**src/rtl/bt656_capture_ctrl.sv**
```systemverilog
// Gates a BT.656 receiver stream into whole, well-formed frames for DMA; zero-cycle pass-through.
// Forwarded beats see s_tready = m_tready; discarded or errored beats are always accepted.
module bt656_capture_ctrl #(
  parameter int H_W  = 12,
  parameter int V_W  = 11,
  parameter int TO_W = 24,
  parameter int DW   = 16
) (
  input  logic            clk_i,
  input  logic            rstn_i,
  input  logic            start_i,
  input  logic            stop_i,
  input  logic            continuous_i,
  input  logic [H_W-1:0]  h_size_i,
  input  logic [V_W-1:0]  v_size_i,
  input  logic [TO_W-1:0] timeout_i,
  input  logic [DW-1:0]   s_tdata,
  input  logic            s_tvalid,
  input  logic            s_tuser,
  input  logic            s_tlast,
  output logic            s_tready,
  output logic [DW-1:0]   m_tdata,
  output logic            m_tvalid,
  output logic            m_tuser,
  output logic            m_tlast,
  input  logic            m_tready,
  output logic            rx_en_o,
  output logic            busy_o,
  output logic            done_o,
  output logic [2:0]      err_o,
  output logic [15:0]     frame_cnt_o
);

  localparam logic [1:0] ST_IDLE     = 2'd0;
  localparam logic [1:0] ST_WAIT_SOF = 2'd1;
  localparam logic [1:0] ST_CAPTURE  = 2'd2;

  logic [1:0]      state_q;
  logic [H_W-1:0]  pix_q, h_q;
  logic [V_W-1:0]  line_q, v_q;
  logic [TO_W-1:0] to_q;
  logic            cont_q, stop_pend_q, done_q;
  logic [2:0]      err_q;
  logic [15:0]     frame_cnt_q;

  logic            in_wait, in_cap, frame_beat, len_err, sof_err, bad_beat;
  logic            accept, good_acc, err_acc, line_end, frame_end;
  logic            timeout_hit, stop_now, cont_eff;
  logic [H_W-1:0]  h_eff, pix_next;
  logic [V_W-1:0]  v_eff;
  logic [TO_W-1:0] to_next;

  assign in_wait = (state_q == ST_WAIT_SOF);
  assign in_cap  = (state_q == ST_CAPTURE);

  // The SOF beat is judged against live config, since it is the beat that latches it.
  assign frame_beat = in_cap || (in_wait && s_tuser);
  assign h_eff      = in_cap ? h_q : h_size_i;
  assign v_eff      = in_cap ? v_q : v_size_i;
  assign cont_eff   = in_cap ? cont_q : continuous_i;
  assign pix_next   = in_cap ? (pix_q + H_W'(1)) : H_W'(1);

  assign len_err  = frame_beat && (s_tlast ? (pix_next != h_eff) : (pix_next == h_eff));
  assign sof_err  = in_cap && s_tuser;
  assign bad_beat = len_err || sof_err;

  always_comb begin
    s_tready = 1'b0;
    m_tvalid = 1'b0;
    if (frame_beat && !bad_beat) begin
      s_tready = m_tready;
      m_tvalid = s_tvalid;
    end else if (in_wait || in_cap) begin
      s_tready = 1'b1;
    end
  end

  assign m_tdata = s_tdata;
  assign m_tuser = s_tuser;
  assign m_tlast = s_tlast;

  assign accept      = s_tvalid && s_tready;
  assign good_acc    = accept && frame_beat && !bad_beat;
  assign err_acc     = accept && frame_beat && bad_beat;
  assign line_end    = good_acc && s_tlast;
  assign frame_end   = line_end && (line_q == (v_eff - V_W'(1)));
  assign to_next     = to_q + TO_W'(1);
  assign timeout_hit = !accept && (timeout_i != '0) && (to_next == timeout_i);
  assign stop_now    = stop_pend_q || stop_i;

  always_ff @(posedge clk_i or negedge rstn_i) begin
    if (!rstn_i) begin
      state_q     <= ST_IDLE;
      pix_q       <= '0;
      line_q      <= '0;
      h_q         <= '0;
      v_q         <= '0;
      to_q        <= '0;
      cont_q      <= 1'b0;
      stop_pend_q <= 1'b0;
      done_q      <= 1'b0;
      err_q       <= '0;
      frame_cnt_q <= '0;
    end else begin
      done_q <= 1'b0;
      case (state_q)
        ST_IDLE: begin
          if (start_i) begin
            to_q        <= '0;
            pix_q       <= '0;
            line_q      <= '0;
            stop_pend_q <= 1'b0;
            if ((h_size_i == '0) || (v_size_i == '0)) begin
              err_q <= 3'b001;
            end else begin
              err_q   <= '0;
              state_q <= ST_WAIT_SOF;
            end
          end
        end
        default: begin
          to_q <= accept ? '0 : to_next;
          if (good_acc && in_wait) begin
            h_q    <= h_size_i;
            v_q    <= v_size_i;
            cont_q <= continuous_i;
          end
          // A stop that arrives once a frame has begun waits for that frame to finish or abort.
          if (stop_i && (in_cap || good_acc)) stop_pend_q <= 1'b1;

          if (timeout_hit) begin
            err_q[2]    <= 1'b1;
            state_q     <= ST_IDLE;
            pix_q       <= '0;
            line_q      <= '0;
            stop_pend_q <= 1'b0;
          end else if (err_acc) begin
            err_q[1] <= err_q[1] | sof_err;
            err_q[0] <= err_q[0] | len_err;
            pix_q    <= '0;
            line_q   <= '0;
            if (stop_now) begin
              state_q     <= ST_IDLE;
              stop_pend_q <= 1'b0;
            end else begin
              state_q <= ST_WAIT_SOF;
            end
          end else if (frame_end) begin
            done_q      <= 1'b1;
            frame_cnt_q <= frame_cnt_q + 16'd1;
            pix_q       <= '0;
            line_q      <= '0;
            if (cont_eff && !stop_now) begin
              state_q <= ST_WAIT_SOF;
            end else begin
              state_q     <= ST_IDLE;
              stop_pend_q <= 1'b0;
            end
          end else if (line_end) begin
            pix_q   <= '0;
            line_q  <= line_q + V_W'(1);
            state_q <= ST_CAPTURE;
          end else if (good_acc) begin
            pix_q   <= pix_next;
            state_q <= ST_CAPTURE;
          end else if (in_wait && stop_i) begin
            state_q <= ST_IDLE;
          end
        end
      endcase
    end
  end

  assign busy_o      = (state_q != ST_IDLE);
  assign rx_en_o     = busy_o;
  assign done_o      = done_q;
  assign err_o       = err_q;
  assign frame_cnt_o = frame_cnt_q;

endmodule

```
**config.mk**
```make
export PLATFORM = sky130hd
export DESIGN_NAME = bt656_capture_ctrl
export DESIGN_NICKNAME = d
export VERILOG_FILES = /design/src/rtl/bt656_capture_ctrl.sv
export SDC_FILE = /design/constraint.sdc
export NUM_CORES = 1
export LEC_CHECK = 0
export BUFFER_PORTS_ARGS = -buffer_cell sky130_fd_sc_hd__buf_2
export CELL_PAD_IN_SITES_DETAIL_PLACEMENT = 0
export CELL_PAD_IN_SITES_GLOBAL_PLACEMENT = 1
export CORE_MARGIN = 2
export CORE_UTILIZATION = 44
export CTS_BUF_LIST = sky130_fd_sc_hd__clkbuf_4 sky130_fd_sc_hd__clkbuf_8
export DETAILED_ROUTE_END_ITERATION = 6
export GPL_TIMING_DRIVEN = 0
export PLACE_DENSITY_LB_ADDON = 0.1
export SYNTH_ARGS = -nofsm -noshare
export SYNTH_HDL_FRONTEND = slang
export SYNTH_SLANG_ARGS = --single-unit
```
**constraint.sdc**
```tcl
create_clock -name clk_i -period 5.4 [get_ports clk_i]
set_clock_uncertainty 0.1 [all_clocks]
set_input_delay 0.54 -clock clk_i [delete_from_list [all_inputs] [get_ports clk_i]]
set_output_delay 0.54 -clock clk_i [all_outputs]
set_load 0.01 [all_outputs]
```
# ---- After elaboration in Yosys (flattened, before gate mapping)
# Cells that the tools add are included.
dict set report classes {
  n_reduce_logical 42
  n_addsub 5
  n_bitwise 5
  n_eq_ne 9
  mux 53
}
# op n
set op_table {}
lappend op_table {{$mux W12} 9}
lappend op_table {{$mux W11} 7}
lappend op_table {{$mux W24} 3}
lappend op_table {{$add A24 B1 Y24 const B} 1}
lappend op_table {{$eq A24 B24 Y1} 1}
lappend op_table {{$reduce_bool A24 Y1} 1}
lappend op_table {{$mux W2} 11}
lappend op_table {{$mux W1} 21}
lappend op_table {{$add A16 B1 Y16 const B} 1}
lappend op_table {{$logic_and A1 B1 Y1} 16}
lappend op_table {{$add A12 B1 Y12 const B} 1}
lappend op_table {{$eq A12 B12 Y1} 1}
lappend op_table {{$logic_not A12 Y1} 1}
lappend op_table {{$ne A12 B12 Y1} 1}
lappend op_table {{$add A11 B1 Y11 const B} 1}
lappend op_table {{$eq A11 B11 Y1} 1}
lappend op_table {{$logic_not A11 Y1} 1}
lappend op_table {{$sub A11 B1 Y11 const B} 1}
lappend op_table {{$reduce_and A2 Y1} 4}
lappend op_table {{$reduce_bool A7 Y1} 1}
lappend op_table {{$logic_or A1 B1 Y1} 6}
lappend op_table {{$mux W3} 2}
lappend op_table {{$reduce_and A3 Y1} 2}
lappend op_table {{$reduce_bool A2 Y1} 3}
lappend op_table {{other kinds (11)} 17}
dict set report totals {
  inputBits 72
  wordCells 126
  ff_bits 94
  out_inout_bits 42
}

# ---- Longest topological paths before layout
# Gate-level depths: netlist of the first run.
dict set report logic_depth {
  ltp_word 20
  mapped_depth 18
  depth_no_buf 13
}

# ---- Worst setup path before layout of the first run
# OpenSTA, ideal clock, no wires.
dict set report synth_timing {
  kind {flip-flop to flip-flop}
  from {register state_q[0]}
  to {register line_q[4]}
  arrival_time_ns 4.460
  stages_incl_launch_ff 19
  setup_slack_ns 0.714
  required_time_ns 5.174
  n_path_buf 5
  setup_ns 0.126
  path_cell_list {dfrtp_1 -> inv_1 -> ha_1 -> buf_2 -> buf_2 -> buf_1 -> clkbuf_1 -> mux2i_1 -> ha_1 -> o21ai_0 -> or4b_2 -> o211ai_1 -> a31oi_1 -> and4bb_2 -> and2_1 -> clkbuf_1 -> nor3_1 -> and3_1 -> a221o_1}
}
dict set report synth_via {
  elab_chain_cells 18
}
# element line_no
set synth_lines {}
lappend synth_lines {{start, declared} 38} ;# logic [1:0] state_q;
lappend synth_lines {{start signal, assigned} 93} ;# state_q <= ST_IDLE;
lappend synth_lines {{start signal, assigned} 117} ;# state_q <= ST_WAIT_SOF;
lappend synth_lines {{start signal, assigned} 133} ;# state_q <= ST_IDLE;
lappend synth_lines {{parallel branches: the longest is 18 deep, another holds $sub A11 B1 Y11} n/a}
lappend synth_lines {{end signal, assigned} 161} ;# line_q <= line_q + V_W'(1);
lappend synth_lines {{end, declared} 40} ;# logic [V_W-1:0] line_q, v_q;
# Several ways; the timed one is not identified.
# A chain may end at the register's enable or synchronous reset.

# ---- Worst setup path in the final report of the first run
dict set report layout_timing {
  from {register state_q[0]}
  to {register state_q[0]}
}
dict set report layout_via {
  elab_chain_cells 18
}
# element line_no
set layout_lines {}
lappend layout_lines {{$eq A2 B2 Y1} 54} ;# assign in_cap = (state_q == ST_CAPTURE);
lappend layout_lines {{$mux W12, on equally long branches} {61, 58}}
lappend layout_lines {{$eq A12 B12 Y1 or $ne A12 B12 Y1 (tied branches)} 63} ;# assign len_err = frame_beat && (s_tlast ? (pix_next != h_eff) : (pix_next == h_eff));
lappend layout_lines {{$mux W1} 63}
lappend layout_lines {{$logic_and A1 B1 Y1} 63}
lappend layout_lines {{$logic_or A1 B1 Y1} 65} ;# assign bad_beat = len_err || sof_err;
lappend layout_lines {{$logic_not A1 Y1} {70, 83}}
lappend layout_lines {{$logic_and A1 B1 Y1} 70} ;# if (frame_beat && !bad_beat) begin
lappend layout_lines {{[... 2 more ...]} n/a}
lappend layout_lines {{$logic_and A1 B1 Y1} {83, 84}}
lappend layout_lines {{$logic_and A1 B1 Y1} 83} ;# assign good_acc = accept && frame_beat && !bad_beat;
lappend layout_lines {{$mux W2 or $logic_and A1 B1 Y1 (tied branches)} {163, 85}}
lappend layout_lines {{$mux W2 or $logic_and A1 B1 Y1 (tied branches)} {159, 86}}
lappend layout_lines {{$mux W2} 148} ;# end else if (frame_end) begin
lappend layout_lines {{$mux W2} 137} ;# end else if (err_acc) begin
lappend layout_lines {{$mux W2} 131} ;# if (timeout_hit) begin
lappend layout_lines {{$mux W2} 106} ;# case (state_q)
# Parallel ways exist; a longest one is shown, timed or not.

==> impl_metrics.xml, run 1 <==
<?xml version="1.0" encoding="UTF-8"?>
<metrics>
  <group name="yosys">
    <metric name="seq_area_frac_synth" unit="">0.357</metric>
    <metric name="yosys.area.top_type" unit="">sky130_fd_sc_hd__dfrtp_1</metric>
    <metric name="synth-main-ff-cell" unit="">sky130_fd_sc_hd__dfrtp_1</metric>
    <metric name="post_synth_main_area_contributors" unit="">sky130_fd_sc_hd__dfrtp_1 36%, sky130_fd_sc_hd__xnor2_1 6.1%, sky130_fd_sc_hd__mux2_2 5.0%</metric>
    <metric name="post-synth-top-area-fraction" unit="">0.357</metric>
    <metric name="synth-edff-count" unit="">0</metric>
    <metric name="post_synth_instance_area" unit="um^2">6580</metric>
    <metric name="async_reset_ff_frac" unit="">1.00</metric>
    <metric name="synth.avg_cell_area" unit="um^2">9.00</metric>
    <metric name="postSynthNetCount" unit="">811</metric>
    <metric name="synth-seq-cells" unit="">94</metric>
    <metric name="synthesis.instances" unit="">731</metric>
    <metric name="yosysWarnings" unit="">0</metric>
    <metric name="synth.distinct_cells" unit="">69</metric>
  </group>
  <group name="power_and_ir_drop">
    <metric name="power.share.switching" unit="">0.393</metric>
    <metric name="seq_power_share" unit="">0.392</metric>
    <metric name="comb_power_share" unit="">0.394</metric>
    <metric name="vdd.ir_drop.worst" unit="mV">0.159</metric>
    <metric name="clock_power_share" unit="">0.214</metric>
    <metric name="power_dens_cells" unit="nW/um^2">313</metric>
    <metric name="switching_power" unit="mW">0.925</metric>
    <metric name="power_leakage" unit="nW">3.31</metric>
    <metric name="power" unit="mW">2.36</metric>
    <metric name="cell_internal_pwr" unit="mW">1.43</metric>
  </group>
  <group name="floorplan">
    <metric name="die_ht" unit="um">126</metric>
    <metric name="placement_rows" unit="">44</metric>
    <metric name="dieArea" unit="um^2">15900</metric>
    <metric name="floorplan.initialDensity" unit="">0.451</metric>
    <metric name="top_level_ports" unit="">114</metric>
    <metric name="die_w" unit="um">126</metric>
    <metric name="floorplan.core_area" unit="um^2">14600</metric>
  </group>
  <group name="sta">
    <metric name="grt_setup_unrepaired" unit="">no</metric>
    <metric name="worst_pin_slew" unit="ns">1.32</metric>
    <metric name="post-route-worst-setup-slack" unit="ns">0.438</metric>
    <metric name="final.period_utilization" unit="">0.919</metric>
    <metric name="hold_viol_final" unit="">0</metric>
    <metric name="final_period_minus_worst_setup_slack" unit="ns">4.96</metric>
    <metric name="max_freq" unit="MHz">202</metric>
    <metric name="worst_rel_slew_slack" unit="">0.114</metric>
    <metric name="setup_violations" unit="">0</metric>
    <metric name="final-max-slew-violation-count" unit="">0</metric>
  </group>
  <group name="critical_path">
    <metric name="largest_fanout_of_any_net_on_the_critical_path" unit="">19</metric>
    <metric name="worstSetupStartpointType" unit="">flop</metric>
    <metric name="worstReg2RegStart" unit="">state_q[0]</metric>
    <metric name="critPathRequiredTime" unit="ns">5.63</metric>
    <metric name="regToRegEndpoint" unit="">state_q[0]</metric>
    <metric name="timing_worst_setup_path_type" unit="">flop to flop</metric>
    <metric name="critical_path_s_top_delay_family" unit="">simple AND/OR/NAND/NOR gates</metric>
    <metric name="path_common_cell" unit="">sky130_fd_sc_hd__ha_1</metric>
    <metric name="timing.critical_path.buf_inv" unit="">5</metric>
    <metric name="critPathMaxStageDelay" unit="ns">0.70</metric>
    <metric name="worst-r2r-setup-slack" unit="ns">0.44</metric>
    <metric name="crit_slowest_cell" unit="">sky130_fd_sc_hd__or4b_2</metric>
    <metric name="worst_ep_arrival_time" unit="ns">5.19</metric>
    <metric name="rr_worst_depth" unit="">17</metric>
    <metric name="path_cells" unit="">inv_1, ha_1, buf_2, buf_4, clkbuf_4, mux2i_1, ha_1, o21ai_1, or4b_2, o211ai_1, a31oi_1, and4bb_2, and2_1, clkbuf_1, nand2_1, a2111oi_1, o32a_1</metric>
    <metric name="setup.worst_path.end_class" unit="">flop</metric>
  </group>
  <group name="clocking">
    <metric name="clock_transition_at_the_registers_of_the_reported_paths" unit="ns">0.09</metric>
    <metric name="tritoncts.num_buffers" unit="">9</metric>
    <metric name="h_tree_levels" unit="">3</metric>
    <metric name="clkLatencyLatePin" unit="ns">0.39</metric>
    <metric name="cts.root.buffer_cell" unit="">sky130_fd_sc_hd__clkbuf_8</metric>
    <metric name="clock_path_buffers" unit="">2</metric>
    <metric name="tritoncts" unit="">done</metric>
    <metric name="clock_sinks" unit="">94</metric>
  </group>
  <group name="layout">
    <metric name="seq_area" unit="um^2">2350</metric>
    <metric name="filler_cell_count" unit="">1390</metric>
    <metric name="syn2layout_area_growth" unit="%">14.6</metric>
    <metric name="final_core_utilization" unit="">0.517</metric>
    <metric name="multi_input_comb_area" unit="um^2">3870</metric>
    <metric name="finish.net_count" unit="">919</metric>
    <metric name="drive_above_1_share" unit="">0.232</metric>
    <metric name="antenna_cells_inserted" unit="">0</metric>
  </group>
  <group name="worst_hold_path">
    <metric name="hold_path_class" unit="">input pin to async pin</metric>
  </group>
  <group name="global_route">
    <metric name="maximum_number_of_pins_on_one_net_before_global_route_repair" unit="">50</metric>
    <metric name="grt_first_pass_wirelength" unit="mm">29.7</metric>
    <metric name="grt_util_all_layers" unit="">0.229</metric>
    <metric name="antenna_found_initial" unit="">0</metric>
    <metric name="via_count_of_the_first_global_routing_pass" unit="">5821</metric>
    <metric name="total_gr_overflow" unit="">0</metric>
  </group>
  <group name="placed_design">
    <metric name="place_worst_setup_slack" unit="ns">-0.396</metric>
    <metric name="hpwl" unit="mm">13.5</metric>
    <metric name="gp_congestion" unit="">0.839</metric>
    <metric name="numPortBuffers" unit="">97</metric>
  </group>
  <group name="job">
    <metric name="cap_violations" unit="">0</metric>
  </group>
  <group name="routing">
    <metric name="viasPerCell" unit="">5.84</metric>
    <metric name="routedWlPerCell" unit="um">17.4</metric>
    <metric name="route.vias.total" unit="">6003</metric>
    <metric name="drt_pass1_iterations" unit="">5</metric>
    <metric name="route.final.wire_length" unit="mm">17.9</metric>
    <metric name="drcViolationCount" unit="">0</metric>
    <metric name="drtIter0Drc" unit="">382</metric>
    <metric name="ant_nets" unit="">0</metric>
  </group>
  <group name="outcome">
    <metric name="run_status" unit="">finished, final reports clean</metric>
  </group>
</metrics>
## cells by family after synthesis
family,share of synthesized area
and+or+nand+nor,0.231
AOI/OAI and AO/OA,0.152
DFF,0.357
xor gates and xnor gates,0.110
buffers and inverters,0.0538
muxes,0.0804
adders and majority gates,0.0152
## metal layers
metal  GRT usage  part of all wire  up-vias
met5           0                 0        -
met1       0.322              0.47     2965
li1            -                 -     2880
met4      0.0478            0.0081        0
met3      0.0439             0.050       12
met2       0.370              0.47      146
## worst reg2reg max path, stage by stage, from the launching register on
cell and delay, ns:
sky130_fd_sc_hd__dfrtp_1 0.41, sky130_fd_sc_hd__inv_1 0.09, sky130_fd_sc_hd__ha_1 0.34, sky130_fd_sc_hd__buf_2 0.29, sky130_fd_sc_hd__buf_4 0.31, sky130_fd_sc_hd__clkbuf_4 0.29
sky130_fd_sc_hd__mux2i_1 0.21, sky130_fd_sc_hd__ha_1 0.22, sky130_fd_sc_hd__o21ai_1 0.18, sky130_fd_sc_hd__or4b_2 0.70, sky130_fd_sc_hd__o211ai_1 0.11, sky130_fd_sc_hd__a31oi_1 0.11
sky130_fd_sc_hd__and4bb_2 0.37, sky130_fd_sc_hd__and2_1 0.14, sky130_fd_sc_hd__clkbuf_1 0.27, sky130_fd_sc_hd__nand2_1 0.11, sky130_fd_sc_hd__a2111oi_1 0.45, sky130_fd_sc_hd__o32a_1 0.20
## registers in the layout (all words and copies together) (netlist names)
name,count
cont_q,1
done_o,1
err_o,3
frame_cnt_o,16
h_q,12
line_q,11
pix_q,12
state_q,2
stop_pend_q,1
to_q,24
v_q,11
## layout make-up
type                            instances  area share
Buffer                                 51      0.0393
Clock inverter                          5     0.00763
Sequential cell                        94       0.312
Tap cell                              184      0.0305
Clock buffer                           11      0.0201
Multi-Input combinational cell        569       0.514
Inverter                               16     0.00797
Timing Repair Buffer                   98      0.0684
## power groups by stage
stage,clock network (mW),logic (mW),registers [mW]
after global routing,0.547,1.02,0.939
after CTS,0.525,0.923,0.921
final,0.505,0.928,0.923
after detailed placement,0,0.921,0.936
after global placement,0,0.898,0.930
after floorplan,0,0.631,0.911
## metrics by stage
stage,instance area [um^2],TNS [ns],hold slack (ns),cells
global placement,7300,-2.43,0.351,1012
floorplan,6580,0,0.144,731
global route,7540,0,0.101,1028
CTS,7530,0,0.0822,1028
detailed placement,7330,-4.18,0.375,1013
finish,7540,0,0.0595,1028
## Yosys cell counts (3+ instances only)
library cell	count
sky130_fd_sc_hd__o211ai_1	7
sky130_fd_sc_hd__a31oi_1	4
sky130_fd_sc_hd__mux2_2	29
sky130_fd_sc_hd__o31a_1	4
sky130_fd_sc_hd__nand4_1	9
sky130_fd_sc_hd__a221o_1	8
sky130_fd_sc_hd__mux2i_1	18
sky130_fd_sc_hd__nor2b_1	13
sky130_fd_sc_hd__nor4_1	23
sky130_fd_sc_hd__o21a_1	5
sky130_fd_sc_hd__o21ai_0	50
sky130_fd_sc_hd__buf_4	23
sky130_fd_sc_hd__dfrtp_1	94
sky130_fd_sc_hd__o41ai_1	3
sky130_fd_sc_hd__and3_1	15
sky130_fd_sc_hd__nand3_1	44
sky130_fd_sc_hd__nor3b_1	5
sky130_fd_sc_hd__a21oi_1	13
sky130_fd_sc_hd__or3_1	7
sky130_fd_sc_hd__buf_2	10
sky130_fd_sc_hd__o31ai_1	13
sky130_fd_sc_hd__nor2_1	43
sky130_fd_sc_hd__and4_1	5
sky130_fd_sc_hd__nor3_1	24
sky130_fd_sc_hd__a22o_1	6
sky130_fd_sc_hd__nand2b_1	7
sky130_fd_sc_hd__a22oi_1	3
sky130_fd_sc_hd__o22ai_1	5
sky130_fd_sc_hd__xnor2_1	46
sky130_fd_sc_hd__and2_1	4
sky130_fd_sc_hd__clkbuf_1	18
sky130_fd_sc_hd__xor2_1	34
sky130_fd_sc_hd__nor3_2	7
sky130_fd_sc_hd__nand2_1	62
sky130_fd_sc_hd__a211oi_1	6
sky130_fd_sc_hd__ha_1	8
sky130_fd_sc_hd__inv_1	14
## how the worst max path moves through the flow
stage / from / endpoint / slack [ns] / cells after the start
final: state_q[0] / state_q[0] / 0.44 / 17
after global routing: state_q[0] / state_q[0] / 0.03 / 17
after CTS: state_q[0] / line_q[4] / 0.14 / 17
after detailed placement: state_q[0] / line_q[7] / -0.40 / 18
after global placement: state_q[0] / line_q[6] / -0.30 / 18
after floorplan: state_q[0] / line_q[4] / 0.71 / 18
## what timing repair did
item	4_1_cts	5_1_grt
endpoints found under the setup margin	21	14
hold buffers	0	0
setup buffers	0	0
resized for setup	1	6
## layout by cell type, fill, tap and decap left out, types with 5 or more instances in the layout
cell | netlist | routed
sky130_fd_sc_hd__buf_2 | 10 | 105
sky130_fd_sc_hd__dfrtp_1 | 94 | 94
sky130_fd_sc_hd__nand2_1 | 62 | 62
sky130_fd_sc_hd__o21ai_0 | 50 | 49
sky130_fd_sc_hd__xnor2_1 | 46 | 46
sky130_fd_sc_hd__nand3_1 | 44 | 44
sky130_fd_sc_hd__nor2_1 | 43 | 43
sky130_fd_sc_hd__xor2_1 | 34 | 34
sky130_fd_sc_hd__mux2_2 | 29 | 29
sky130_fd_sc_hd__buf_4 | 23 | 25
sky130_fd_sc_hd__nor3_1 | 24 | 24
sky130_fd_sc_hd__nor4_1 | 23 | 23
sky130_fd_sc_hd__mux2i_1 | 18 | 18
sky130_fd_sc_hd__clkbuf_1 | 18 | 17
sky130_fd_sc_hd__and3_1 | 15 | 15
sky130_fd_sc_hd__inv_1 | 14 | 14
sky130_fd_sc_hd__a21oi_1 | 13 | 13
sky130_fd_sc_hd__o31ai_1 | 13 | 13
sky130_fd_sc_hd__nor2b_1 | 13 | 13
sky130_fd_sc_hd__clkbuf_8 | 0 | 11
sky130_fd_sc_hd__nand4_1 | 9 | 9
sky130_fd_sc_hd__a221o_1 | 8 | 8
sky130_fd_sc_hd__ha_1 | 8 | 8
sky130_fd_sc_hd__o211ai_1 | 7 | 7
sky130_fd_sc_hd__nand2b_1 | 7 | 7
sky130_fd_sc_hd__or3_1 | 7 | 7
sky130_fd_sc_hd__nor3_2 | 7 | 7
sky130_fd_sc_hd__a211oi_1 | 6 | 6
sky130_fd_sc_hd__a22o_1 | 6 | 6
sky130_fd_sc_hd__and4_1 | 5 | 5
sky130_fd_sc_hd__nor3b_1 | 5 | 5
sky130_fd_sc_hd__o22ai_1 | 5 | 5
sky130_fd_sc_hd__o21a_1 | 5 | 5
No activity file was read; power rests on OpenSTA's default activity.
==> run 2, diff against run 1 <==
CORE_UTILIZATION = 48   (was 44)
clock period = 6.1 ns   (was 5.4 ns; I/O delays follow)
==> impl_metrics.xml, run 2 (synthesized netlist as in run 1, its figures left out) <==
<?xml version="1.0" encoding="UTF-8"?>
<metrics>
  <group name="job">
    <metric name="cap_violations" unit="">0</metric>
  </group>
  <group name="clocking">
    <metric name="cts.root.buffer_cell" unit="">sky130_fd_sc_hd__clkbuf_8</metric>
    <metric name="tritoncts" unit="">done</metric>
    <metric name="clock_sinks" unit="">94</metric>
    <metric name="clock_path_buffers" unit="">2</metric>
    <metric name="clkLatencyLatePin" unit="ns">0.38</metric>
    <metric name="hold_buffers" unit="">0</metric>
    <metric name="clock_transition_at_the_registers_of_the_reported_paths" unit="ns">0.09</metric>
    <metric name="h_tree_levels" unit="">3</metric>
    <metric name="tritoncts.num_buffers" unit="">9</metric>
  </group>
  <group name="sta">
    <metric name="final.period_utilization" unit="">0.932</metric>
    <metric name="grt_setup_unrepaired" unit="">no</metric>
    <metric name="final_period_minus_worst_setup_slack" unit="ns">5.68</metric>
    <metric name="setup_violations" unit="">0</metric>
    <metric name="hold_viol_final" unit="">0</metric>
    <metric name="post-route-worst-setup-slack" unit="ns">0.418</metric>
    <metric name="final.setup.tns" unit="ns">0</metric>
    <metric name="max_freq" unit="MHz">176</metric>
    <metric name="worst_pin_slew" unit="ns">1.21</metric>
    <metric name="final-max-slew-violation-count" unit="">0</metric>
    <metric name="worst_rel_slew_slack" unit="">0.184</metric>
  </group>
  <group name="layout">
    <metric name="final_cells" unit="">1019</metric>
    <metric name="antenna_cells_inserted" unit="">0</metric>
    <metric name="filler_cell_count" unit="">1236</metric>
    <metric name="syn2layout_area_growth" unit="%">14.7</metric>
    <metric name="finish.net_count" unit="">920</metric>
    <metric name="drive_above_1_share" unit="">0.230</metric>
    <metric name="largest_register_ffs" unit="">24</metric>
    <metric name="most-common-layout-cells" unit="">106 x sky130_fd_sc_hd__buf_2, 94 x sky130_fd_sc_hd__dfrtp_1, 62 x sky130_fd_sc_hd__nand2_1</metric>
    <metric name="final_area" unit="um^2">7550</metric>
    <metric name="registers.top_by_ff_count" unit="">to_q</metric>
    <metric name="layout_commonest_cell" unit="">sky130_fd_sc_hd__buf_2</metric>
  </group>
  <group name="power_and_ir_drop">
    <metric name="switching_power" unit="mW">0.805</metric>
    <metric name="comb_power_share" unit="">0.383</metric>
    <metric name="vdd.ir_drop.worst" unit="mV">0.169</metric>
    <metric name="power_leakage" unit="nW">3.32</metric>
    <metric name="clock_power_share" unit="">0.235</metric>
    <metric name="cell_internal_pwr" unit="mW">1.33</metric>
    <metric name="power" unit="mW">2.13</metric>
    <metric name="power_dens_cells" unit="nW/um^2">283</metric>
    <metric name="seq_power_share" unit="">0.383</metric>
    <metric name="power.share.switching" unit="">0.378</metric>
  </group>
  <group name="placed_design">
    <metric name="gp_congestion" unit="">0.865</metric>
    <metric name="dpl_cell_area" unit="um^2">7320</metric>
    <metric name="hpwl" unit="mm">13.1</metric>
    <metric name="place_worst_setup_slack" unit="ns">0.290</metric>
    <metric name="placedCellCount" unit="">1005</metric>
    <metric name="numPortBuffers" unit="">97</metric>
  </group>
  <group name="global_route">
    <metric name="antenna_found_initial" unit="">0</metric>
    <metric name="via_count_of_the_first_global_routing_pass" unit="">5800</metric>
    <metric name="maximum_number_of_pins_on_one_net_before_global_route_repair" unit="">60</metric>
    <metric name="total_gr_overflow" unit="">0</metric>
    <metric name="grt_util_all_layers" unit="">0.247</metric>
    <metric name="grt_first_pass_wirelength" unit="mm">28.9</metric>
  </group>
  <group name="floorplan">
    <metric name="die_w" unit="um">121</metric>
    <metric name="die_ht" unit="um">121</metric>
    <metric name="placement_rows" unit="">42</metric>
    <metric name="floorplan.initialDensity" unit="">0.495</metric>
    <metric name="dieArea" unit="um^2">14700</metric>
    <metric name="floorplan.core_area" unit="um^2">13300</metric>
    <metric name="top_level_ports" unit="">114</metric>
  </group>
  <group name="critical_path">
    <metric name="crit_slowest_cell" unit="">sky130_fd_sc_hd__or4b_2</metric>
    <metric name="worst_ep_arrival_time" unit="ns">5.84</metric>
    <metric name="worstSetupStartpointType" unit="">flop</metric>
    <metric name="critPathMaxStageDelay" unit="ns">0.73</metric>
    <metric name="timing_worst_setup_path_type" unit="">flop to flop</metric>
    <metric name="largest_fanout_of_any_net_on_the_critical_path" unit="">10</metric>
    <metric name="critPathRequiredTime" unit="ns">6.26</metric>
    <metric name="setup.worst_path.end_class" unit="">flop</metric>
    <metric name="path_cells" unit="">inv_1, ha_1, buf_2, buf_2, buf_1, clkbuf_2, mux2i_1, ha_1, o21ai_0, or4b_2, o211ai_1, a31oi_1, and4bb_2, and2_1, clkbuf_1, nor3_1, and3_1, a221o_1</metric>
  </group>
  <group name="routing">
    <metric name="drcViolationCount" unit="">0</metric>
    <metric name="route.final.wire_length" unit="mm">17.7</metric>
    <metric name="drtIter0Drc" unit="">397</metric>
    <metric name="route.vias.total" unit="">6018</metric>
    <metric name="ant_nets" unit="">0</metric>
    <metric name="routedWlPerCell" unit="um">17.3</metric>
    <metric name="drt_pass1_iterations" unit="">6</metric>
    <metric name="viasPerCell" unit="">5.91</metric>
  </group>
  <group name="outcome">
    <metric name="run_status" unit="">finished, final reports clean</metric>
  </group>
  <group name="worst_hold_path">
    <metric name="hold_path_class" unit="">input pin to async pin</metric>
  </group>
</metrics>
run 2: cell count changes in the layout (fill, tap and decap cells not counted), sizes merged:
cell / change
buf: +1
clkinvlp: -2
bufinv: +2
clkbuf: -1
clkinv: -1
run 2: worst paths after layout:
check	from	to	slack (ns)	depth (start not counted)
max in group asynchronous	rstn_i	to_q[1]	5.12	2
hold reg to reg	frame_cnt_o[15]	frame_cnt_o[15]	0.37	1
setup reg to reg	state_q[0]	line_q[6]	0.42	18
min in group clk_i	frame_cnt_o[15]	frame_cnt_o[15]	0.37	1
setup / recovery	state_q[0]	line_q[6]	0.42	18
hold / removal	rstn_i	h_q[7]	0.1	1
run 2: metal layers:
layer | global-route usage | up-vias | part of all wire
met1 | 0.356 | 2904 | 0.48
met3 | 0.0277 | 19 | 0.051
met2 | 0.390 | 210 | 0.45
met4 | 0.0749 | 0 | 0.015
met5 | 0 | - | 0
li1 | - | 2885 | -
run 2: critical path: cells and delay by family, from the launching register on:
family / cells / cell delay, ns
buf+inv: 6 / 1.89
simple gates: 5 / 1.69
compound gates: 4 / 0.73
fa+ha+maj: 2 / 0.53
flops: 1 / 0.41
mux: 1 / 0.22
run 2: power by group through the flow:
stage	Clock (mW)	Combinational, mW	Sequential (mW)
after floorplan	0	0.558	0.807
after global placement	0	0.787	0.822
after detailed placement	0	0.812	0.828
after CTS	0.512	0.815	0.815
after global routing	0.530	0.900	0.832
final	0.500	0.817	0.816
run 2: what timing repair did:
action                     in CTS  in global routing
gates resized for setup         0                  2
buffers inserted                0                  0
setup endpoints to repair       0                  6
run 2: final cells by class:
type                       instances  area, um^2  share of cell area
inverter                          16        60.1             0.00796
clock buffer                      10         131              0.0174
sequential                        94        2350               0.312
timing repair buffer              98         515              0.0683
multi-input combinational        569        3870               0.513
buffer                            52         295              0.0391
clock inverter                     4        97.6              0.0129
tap                              176         220              0.0292
run 2: through the flow:
stage                     utilization  hold slack, ns
after detailed placement        0.550           0.360
after global routing            0.568           0.144
after floorplan                     -           0.214
after CTS                       0.567           0.108
after global placement          0.548           0.352
final                           0.568          0.0981
==> run 3, diff against run 2 <==
CORE_UTILIZATION = 47   (was 48)
CTS_BUF_LIST = default   (was sky130_fd_sc_hd__clkbuf_4 sky130_fd_sc_hd__clkbuf_8)
==> impl_metrics.xml, run 3 (synthesized netlist as in run 1, its figures left out) <==
<?xml version="1.0" encoding="UTF-8"?>
<metrics>
  <group name="clocking">
    <metric name="tritoncts.num_buffers" unit="">9</metric>
    <metric name="h_tree_levels" unit="">3</metric>
    <metric name="clkLatencyLatePin" unit="ns">0.36</metric>
    <metric name="tritoncts" unit="">done</metric>
    <metric name="clock_path_buffers" unit="">2</metric>
    <metric name="clock_transition_at_the_registers_of_the_reported_paths" unit="ns">0.07</metric>
    <metric name="hold_buffers" unit="">0</metric>
    <metric name="clock_sinks" unit="">94</metric>
    <metric name="cts.root.buffer_cell" unit="">sky130_fd_sc_hd__clkbuf_16</metric>
  </group>
  <group name="floorplan">
    <metric name="dieArea" unit="um^2">15000</metric>
    <metric name="floorplan.core_area" unit="um^2">13800</metric>
    <metric name="die_ht" unit="um">122</metric>
    <metric name="floorplan.initialDensity" unit="">0.478</metric>
    <metric name="placement_rows" unit="">43</metric>
    <metric name="die_w" unit="um">122</metric>
    <metric name="top_level_ports" unit="">114</metric>
  </group>
  <group name="sta">
    <metric name="hold_viol_final" unit="">0</metric>
    <metric name="final-max-slew-violation-count" unit="">0</metric>
    <metric name="worst_rel_slew_slack" unit="">0.200</metric>
    <metric name="final.setup.tns" unit="ns">0</metric>
    <metric name="grt_setup_unrepaired" unit="">no</metric>
    <metric name="setup_violations" unit="">0</metric>
    <metric name="max_freq" unit="MHz">188</metric>
    <metric name="final_period_minus_worst_setup_slack" unit="ns">5.32</metric>
    <metric name="final.period_utilization" unit="">0.872</metric>
    <metric name="worst_pin_slew" unit="ns">1.19</metric>
  </group>
  <group name="critical_path">
    <metric name="worstSetupStartpointType" unit="">flop</metric>
    <metric name="timing_worst_setup_path_type" unit="">flop to flop</metric>
    <metric name="critPathMaxStageDelay" unit="ns">0.74</metric>
    <metric name="largest_fanout_of_any_net_on_the_critical_path" unit="">19</metric>
    <metric name="critPathRequiredTime" unit="ns">6.24</metric>
    <metric name="critical_path_s_top_delay_family" unit="">simple AND/OR/NAND/NOR gates</metric>
    <metric name="crit_slowest_cell" unit="">sky130_fd_sc_hd__or4b_2</metric>
    <metric name="setup.worst_path.end_class" unit="">flop</metric>
    <metric name="timing.critical_path.buf_inv" unit="">5</metric>
    <metric name="path_cells" unit="">inv_1, ha_1, buf_2, buf_2, clkbuf_2, mux2i_1, ha_1, o21ai_0, or4b_2, o211ai_1, a31oi_1, and4bb_2, and2_1, clkbuf_1, nor3_1, and3_1, a221o_1</metric>
    <metric name="worst_ep_arrival_time" unit="ns">5.46</metric>
  </group>
  <group name="global_route">
    <metric name="antenna_found_initial" unit="">0</metric>
    <metric name="maximum_number_of_pins_on_one_net_before_global_route_repair" unit="">52</metric>
    <metric name="grt_util_all_layers" unit="">0.236</metric>
    <metric name="total_gr_overflow" unit="">0</metric>
    <metric name="grt_first_pass_wirelength" unit="mm">27.9</metric>
    <metric name="via_count_of_the_first_global_routing_pass" unit="">5574</metric>
  </group>
  <group name="routing">
    <metric name="drcViolationCount" unit="">0</metric>
    <metric name="route.final.wire_length" unit="mm">17.3</metric>
    <metric name="drt_pass1_iterations" unit="">5</metric>
    <metric name="routedWlPerCell" unit="um">16.9</metric>
    <metric name="viasPerCell" unit="">5.84</metric>
    <metric name="drtIter0Drc" unit="">322</metric>
    <metric name="route.vias.total" unit="">5977</metric>
    <metric name="ant_nets" unit="">0</metric>
  </group>
  <group name="placed_design">
    <metric name="gp_congestion" unit="">0.870</metric>
    <metric name="placedCellCount" unit="">1009</metric>
    <metric name="hpwl" unit="mm">13.1</metric>
    <metric name="numPortBuffers" unit="">97</metric>
  </group>
  <group name="layout">
    <metric name="multi_input_comb_area" unit="um^2">3870</metric>
    <metric name="antenna_cells_inserted" unit="">0</metric>
    <metric name="most-common-layout-cells" unit="">106 x sky130_fd_sc_hd__buf_2, 94 x sky130_fd_sc_hd__dfrtp_1, 62 x sky130_fd_sc_hd__nand2_1</metric>
    <metric name="filler_cell_count" unit="">1298</metric>
    <metric name="finish.net_count" unit="">919</metric>
    <metric name="final_cells" unit="">1024</metric>
    <metric name="syn2layout_area_growth" unit="%">16.1</metric>
    <metric name="layout_commonest_cell" unit="">sky130_fd_sc_hd__buf_2</metric>
    <metric name="drive_above_1_share" unit="">0.232</metric>
    <metric name="largest_register_ffs" unit="">24</metric>
    <metric name="registers.top_by_ff_count" unit="">to_q</metric>
    <metric name="seq_area" unit="um^2">2350</metric>
  </group>
  <group name="power_and_ir_drop">
    <metric name="power_leakage" unit="nW">3.36</metric>
    <metric name="vdd.ir_drop.worst" unit="mV">0.186</metric>
    <metric name="power_dens_cells" unit="nW/um^2">295</metric>
  </group>
  <group name="outcome">
    <metric name="run_status" unit="">finished, final reports clean</metric>
  </group>
  <group name="job">
    <metric name="cap_violations" unit="">0</metric>
  </group>
  <group name="worst_hold_path">
    <metric name="hold_path_class" unit="">input pin to async pin</metric>
  </group>
</metrics>
run 3: cell count changes in the layout (fill, tap and decap cells not counted):
cell                         delta
sky130_fd_sc_hd__clkinv_2       +2
sky130_fd_sc_hd__clkbuf_4       -1
sky130_fd_sc_hd__bufinv_16      -1
sky130_fd_sc_hd__buf_1          -1
sky130_fd_sc_hd__clkinvlp_4     +1
sky130_fd_sc_hd__clkbuf_8       -8
sky130_fd_sc_hd__clkbuf_16      +9
run 3: area by class of cell:
class | count | area share
repair buffers | 98 | 0.0675
clock inverters | 6 | 0.0111
inverters | 16 | 0.00786
clock buffers | 10 | 0.0313
multi-input cells | 569 | 0.507
well taps | 180 | 0.0295
plain buffers | 51 | 0.0381
flip-flops and latches | 94 | 0.308
run 3: stage by stage:
| stage | power, mW | util | hold WS (ns) | worst slack [ns] | instance area (um^2) |
|---|---|---|---|---|---|
| global placement | 1.62 | 0.529 | 0.351 | 0.431 | 7290 |
| CTS | 2.26 | 0.555 | 0.184 | 0.279 | 7640 |
| detailed placement | 1.64 | 0.532 | 0.376 | 0.300 | 7320 |
| floorplan | 1.36 | - | 0.214 | 1.41 | 6580 |
| global route | 2.38 | 0.555 | 0.203 | 0.338 | 7640 |
| finish | 2.26 | 0.555 | 0.157 | 0.780 | 7640 |
run 3: timing repair:
| item | in CTS | in global routing |
|---|---|---|
| buffers inserted | 0 | 0 |
| gates resized for setup | 0 | 2 |
| setup endpoints to repair | 0 | 10 |
run 3: path summary, 6_finish.rpt:
path / startpoint / end / slack, ns / cells past startpoint
max: state_q[0] / line_q[6] / 0.78 / 17
min: rstn_i / pix_q[2] / 0.16 / 1
max reg2reg: state_q[0] / line_q[6] / 0.78 / 17
min reg2reg: frame_cnt_o[14] / frame_cnt_o[14] / 0.39 / 1
max in group asynchronous: rstn_i / pix_q[10] / 5.08 / 2
min in group clk_i: frame_cnt_o[14] / frame_cnt_o[14] / 0.39 / 1
run 3: per-layer routing:
metal	vias to the layer above	routed length [um]	track usage
met4	0	212	0.0704
met1	2933	8260	0.332
li1	2871	-	-
met5	-	0	0
met3	14	817	0.0321
met2	159	7980	0.379
run 3: report_power, final:
part / switching, mW / total (mW) / internal, mW / leakage [nW]
sequential: 0.0921 / 0.819 / 0.727 / 1.28
clock: 0.253 / 0.622 / 0.369 / 0.154
combinational: 0.487 / 0.815 / 0.328 / 1.93
total: 0.832 / 2.26 / 1.42 / 3.36
